$ cat src/rtl/mult8x8.sv
// 8x8 unsigned multiplier: eight AND-gated partial products reduced by a carry-save tree
// of full adders, then a 16-bit ripple carry-propagate adder; optional output register.
module mult8x8 #(
    parameter int unsigned OUT_REG = 1
) (
    input  logic        nvdla_core_clk,
    input  logic        nvdla_core_rstn,
    input  logic        in_valid,
    input  logic [7:0]  a,
    input  logic [7:0]  b,
    output logic        out_valid,
    output logic [15:0] out
);

    // {carry, sum}
    function automatic logic [1:0] full_add(input logic x, input logic y, input logic z);
        return {(x & y) | (x & z) | (y & z), x ^ y ^ z};
    endfunction

    function automatic logic [1:0] half_add(input logic x, input logic y);
        return {x & y, x ^ y};
    endfunction

    // 3:2 compressor over 16-bit rows, returns {carry_row, sum_row}. Every row is
    // non-negative and the rows always add up to a*b < 2^16, so no row can carry past bit 15.
    function automatic logic [31:0] csa(input logic [15:0] x, input logic [15:0] y,
                                        input logic [15:0] z);
        logic [15:0] s;
        logic [15:0] c;
        logic [1:0]  r;
        c    = '0;
        s    = '0;
        for (int i = 0; i < 15; i++) begin
            r        = full_add(x[i], y[i], z[i]);
            s[i]     = r[0];
            c[i + 1] = r[1];
        end
        s[15] = x[15] ^ y[15] ^ z[15];
        return {c, s};
    endfunction

    logic [15:0] pp [8];
    logic [15:0] s1, c1, s2, c2, s3, c3, s4, c4, s5, c5, s6, c6;
    logic [15:0] product;

    always_comb begin
        for (int i = 0; i < 8; i++) begin
            pp[i] = b[i] ? ({8'b0, a} << i) : 16'h0000;
        end
    end

    // Reduction 8 -> 6 -> 4 -> 3 -> 2 rows
    always_comb begin
        {c1, s1} = csa(pp[0], pp[1], pp[2]);
        {c2, s2} = csa(pp[3], pp[4], pp[5]);
        {c3, s3} = csa(s1, c1, s2);
        {c4, s4} = csa(c2, pp[6], pp[7]);
        {c5, s5} = csa(s3, c3, s4);
        {c6, s6} = csa(s5, c5, c4);
    end

    always_comb begin
        logic cy;
        logic [1:0] r;
        product = '0;
        r          = half_add(s6[0], c6[0]);
        product[0] = r[0];
        cy         = r[1];
        for (int i = 1; i < 16; i++) begin
            r          = full_add(s6[i], c6[i], cy);
            product[i] = r[0];
            cy         = r[1];
        end
    end

    if (OUT_REG != 0) begin : g_reg
        logic [15:0] out_q;
        logic        vld_q;

        always_ff @(posedge nvdla_core_clk or negedge nvdla_core_rstn) begin
            if (!nvdla_core_rstn) begin
                out_q <= 16'h0000;
                vld_q <= 1'b0;
            end else begin
                vld_q <= in_valid;
                if (in_valid) begin
                    out_q <= product;
                end
            end
        end

        assign out       = out_q;
        assign out_valid = vld_q;
    end else begin : g_comb
        // Stateless: reset only masks the valid flag.
        assign out       = product;
        assign out_valid = in_valid & nvdla_core_rstn;
    end

endmodule

$ cat config.mk
export PLATFORM = sky130hd
export DESIGN_NAME = mult8x8
export DESIGN_NICKNAME = d
export VERILOG_FILES = /design/src/rtl/mult8x8.sv
export SDC_FILE = /design/constraint.sdc
export NUM_CORES = 1
export LEC_CHECK = 0
export ABC_AREA = 1
export CORE_MARGIN = 2
export CORE_UTILIZATION = 50
export DETAILED_ROUTE_END_ITERATION = 10
export PLACE_DENSITY = 0.75
export SETUP_SLACK_MARGIN = 0.1
export SYNTH_ARGS = -nofsm -noshare
export SYNTH_HDL_FRONTEND = slang
export SYNTH_SLANG_ARGS = --single-unit
$ cat constraint.sdc
create_clock -name nvdla_core_clk -period 1.5 [get_ports nvdla_core_clk]
set_input_delay 0.3 -clock nvdla_core_clk [delete_from_list [all_inputs] [get_ports nvdla_core_clk]]
set_output_delay 0.3 -clock nvdla_core_clk [all_outputs]
set_load 0.01 [all_outputs]
==> key figures <==
Run status
  • Result of the run: finished with violations
  • Failing checks: setup timing

Floorplan
  • Floorplan die width: slightly above 70 um
  • Die Y: 72.2 um
  • I/O pins: 36
  • Initial Utilization: 0.527
  • Number of rows in the core area: 24
  • Core region area: about 4400 um^2
  • Die footprint: 5220 um^2

Global routing
  • Gr ovfl total: 0
  • Global-route met3 utilization: 0.0278
  • Busiest metal layer after global routing: met2
  • Vias in the first global route: ~2k
  • Wire length of the first global-routing pass: 8790 um
  • Met2 demand-to-capacity share in global routing: 0.409
  • Met1 Usage GRT: 0.267
  • Initial antenna violation count: 0
  • Pin count of the biggest net entering global routing: 19
  • Gr usage total: 0.217

Route
  • Violation count after the first detailed-routing iteration: 47
  • DRC Markers: 0
  • Post-Route WL: 4980 um
  • Vias post-DR: about 1.8k
  • Via-per-instance ratio: between 4 and 5
  • Detailed-routing iteration count for the pre-antenna-repair pass: 6
  • Remaining number of nets flagged by the antenna check after routing: 0
  • Routed length per placed instance: 13.1 um

Clocking
  • Clock transition at the registers of the reported paths: about 0.070 ns
  • Clock tree sinks: 17
  • Clock latency on the worst-skew pair: 0.24 ns
  • Number of buffers added by the clock tree synthesis step: 3
  • Hold buffers post-CTS: 0
  • Maximum level of the CTS H-tree: 1
  • CTS tree: yes
  • Root cell of the clock tree: clkbuf_8
  • Number of buffers between clock root and the deepest sink: 2

Yosys
  • Number of standard cells after synthesis: roughly 280
  • Most repeated cell in the gate-level netlist after synthesis: nand2_1
  • Mapped Avg Cell Area: 8.37 um^2
  • Library cell with the largest summed area after synthesis: fa_1
  • Most common library cells after synthesis: nand2_1 (107), inv_1 (68), fa_1 (47)
  • Adder and majority gate portion of the synthesized area: 0.490
  • Post-synthesis mux area share: 0
  • Main combinational cell family by area after synthesis: adder cells
  • Proportion of netlist area held by the largest area contributor: 0.404
  • Synth Area in Compound Gates: 0.00430
  • Synthesized Nets: 360
  • Dominant cells by area after synthesis: fa_1 (40%), dfrtp_1 (18%), nand2_1 (17%)
  • Share of synthesized registers carrying an async set or reset: 1.00
  • Synthesized-area fraction occupied by xor and xnor cells: 0
  • EDFF count, synth: 0
  • Synth unique cells: 12
  • Most used flip-flop cell after synthesis: dfrtp_1
  • Synthesized-area fraction occupied by and/or/nand/nor cells: 0.177
  • Total of flip-flops plus latches after synthesis: 17
  • Sequential area share after synthesis: 0.183
  • Summed instance area of the synthesized netlist: 2330 um^2
  • Warning count from the yosys run: 0

Setup path
  • CP max stage cell: fa_1
  • R2R setup slack: a little under 0.9 ns
  • Crit-path max FO: 2
  • Delay contributed by the slowest stage of the critical path: approximately 0.54 ns
  • CP Class: in2reg
  • CP startpoint kind: primary input
  • Arrival time at the worst endpoint: 5.57 ns
  • Worst Reg-to-Reg Cells: 2
  • Crit. End Element: flip-flop
  • Cells along the critical path: dlygate4sd2_1 -> buf_6 -> nand2_2 -> fa_1 -> fa_1 -> fa_1 -> fa_1 -> fa_2 -> inv_2 -> fa_2 -> fa_2 -> fa_2 -> fa_2 -> fa_2 -> fa_2 -> fa_2 -> nand2_1 -> nand2_1
  • CP most frequent cell: fa_2
  • Worst flop-to-flop path endpoint: out[12]
  • Worst path required time: about 1.7 ns
  • Worst flop-to-flop path startpoint: out[12]

Power and ir drop
  • Sequential power share: 0.234
  • Fraction of power consumed by combinational cells: 0.655
  • Net switching power of the design: 0.00125 W
  • Relative contribution of the clock network to total power: 0.111
  • Switching share of power: 0.416
  • Total power per unit cell area: 954 nW/um^2
  • Total Power: between 0.003 and 0.004 W
  • Cell leakage power: 1.78 nW
  • Peak supply drop: 478 uV
  • Internal power: ~0.0018 W

STA
  • Count of endpoints failing setup in the final report: 13
  • Tightest Pin Transition: 0.288 ns
  • Final Hold Fails: 0
  • Headroom to the max-slew limit: 0.808
  • Fin worst setup slack: -3.88 ns
  • Minimum clock period: 5.38 ns
  • Final critical-path share of the clock period: 3.59
  • RSZ-0062 raised after global routing: yes
  • Max frequency: 186 MHz
  • Number of slew-limit violations in the final report: 0
  • Clock skew: 0 ns

Finish
  • Number of diodes added for antenna fixing: 0
  • NumNets Final: 410
  • Growth of design area from synthesis to finish: 35.9%
  • Post-layout instance area: 3160 um^2
  • Layout cells sized above 1: 0.278

Placement
  • Final weighted congestion of routability-driven global placement: 0.881
  • Total of buffers placed on input and output ports: 35
  • HPWL after detailed placement: 4080 um
  • Post-placement cell area: approximately 2900 um^2

Run
  • Number of max-cap violations: 0

Min path
  • Worst Hold Class: in2async
cells by family (layout without fill, tap and decap cells):
logic type	after synthesis	in the layout
compound gates	2	2
simple gates	109	109
buf+inv	87	136
fa+ha+maj	63	63
flops	17	17
area by class of cell:
| cell class | instances | area, um^2 |
|---|---|---|
| clock buffer | 3 | 41.3 |
| clock inverter | 1 | 5.00 |
| fill | 330 | 1250 |
| inverter | 69 | 259 |
| multi-input combinational | 174 | 1750 |
| sequential | 17 | 425 |
| tap | 52 | 65.1 |
| timing repair buffer | 63 | 616 |
placed cells by master, fill, tap and decap left out, types with 10 or more instances in the layout:
cell type / instances
inv_2: 11
inv_1: 58
ha_1: 10
dlygate4sd2_1: 18
buf_4: 21
nand2_1: 92
buf_6: 12
dfrtp_1: 17
fa_2: 14
fa_1: 33
power by group through the flow:
| stage | Clock, W | Combinational, W | Sequential [W] |
|---|---|---|---|
| after floorplan | 0 | 0.00126 | 0.000790 |
| after global placement | 0 | 0.00195 | 0.000717 |
| after detailed placement | 0 | 0.00201 | 0.000713 |
| after CTS | 0.000336 | 0.00199 | 0.000706 |
| after global routing | 0.000365 | 0.00228 | 0.000724 |
| final | 0.000334 | 0.00198 | 0.000707 |
worst max-delay path by stage:
stage	from	endpoint	slack, ns	cells after the start
6_report	a[7]	out[14]	-3.88	18
5_1_grt	b[1]	out[14]	-4.04	21
4_1_cts	b[5]	out[14]	-4.01	21
3_5_place_dp	b[2]	out[14]	-4.77	21
3_3_place_gp	b[2]	out[14]	-4.71	20
2_1_floorplan	b[5]	out[14]	-4.11	21
repair_timing:
action                     CTS  global route
setup buffers                2             1
setup endpoints to repair   32            14
pin swaps                   31            26
gates resized for setup    128            14
flip-flops by register name (all words and copies together), names as in the netlist:
signal / flops
out_valid: 1
out: 16
per-stage QoR:
stage	util	setup slack, ns	std cells	TNS, ns	hold slack, ns
after floorplan	-	-4.11	278	-32.17	0.00441
after global placement	0.663	-4.71	372	-41.06	0.455
after CTS	0.705	-4.01	378	-30.10	0.380
after detailed placement	0.663	-4.77	372	-41.66	0.458
final	0.716	-3.88	379	-29.33	0.371
after global routing	0.716	-4.04	379	-30.79	0.385
critical path: cells and delay by family:
family        cells  cell delay [ns]
fa+ha+maj        12             4.72
simple gates      3             0.17
buf+inv           3             0.41
layer usage:
metal / up-vias / share of wire
met4: 0 / 0.012
met1: 882 / 0.41
met5: - / 0
met2: 34 / 0.55
li1: 871 / -
met3: 4 / 0.031
No activity file was read; power rests on OpenSTA's default activity.
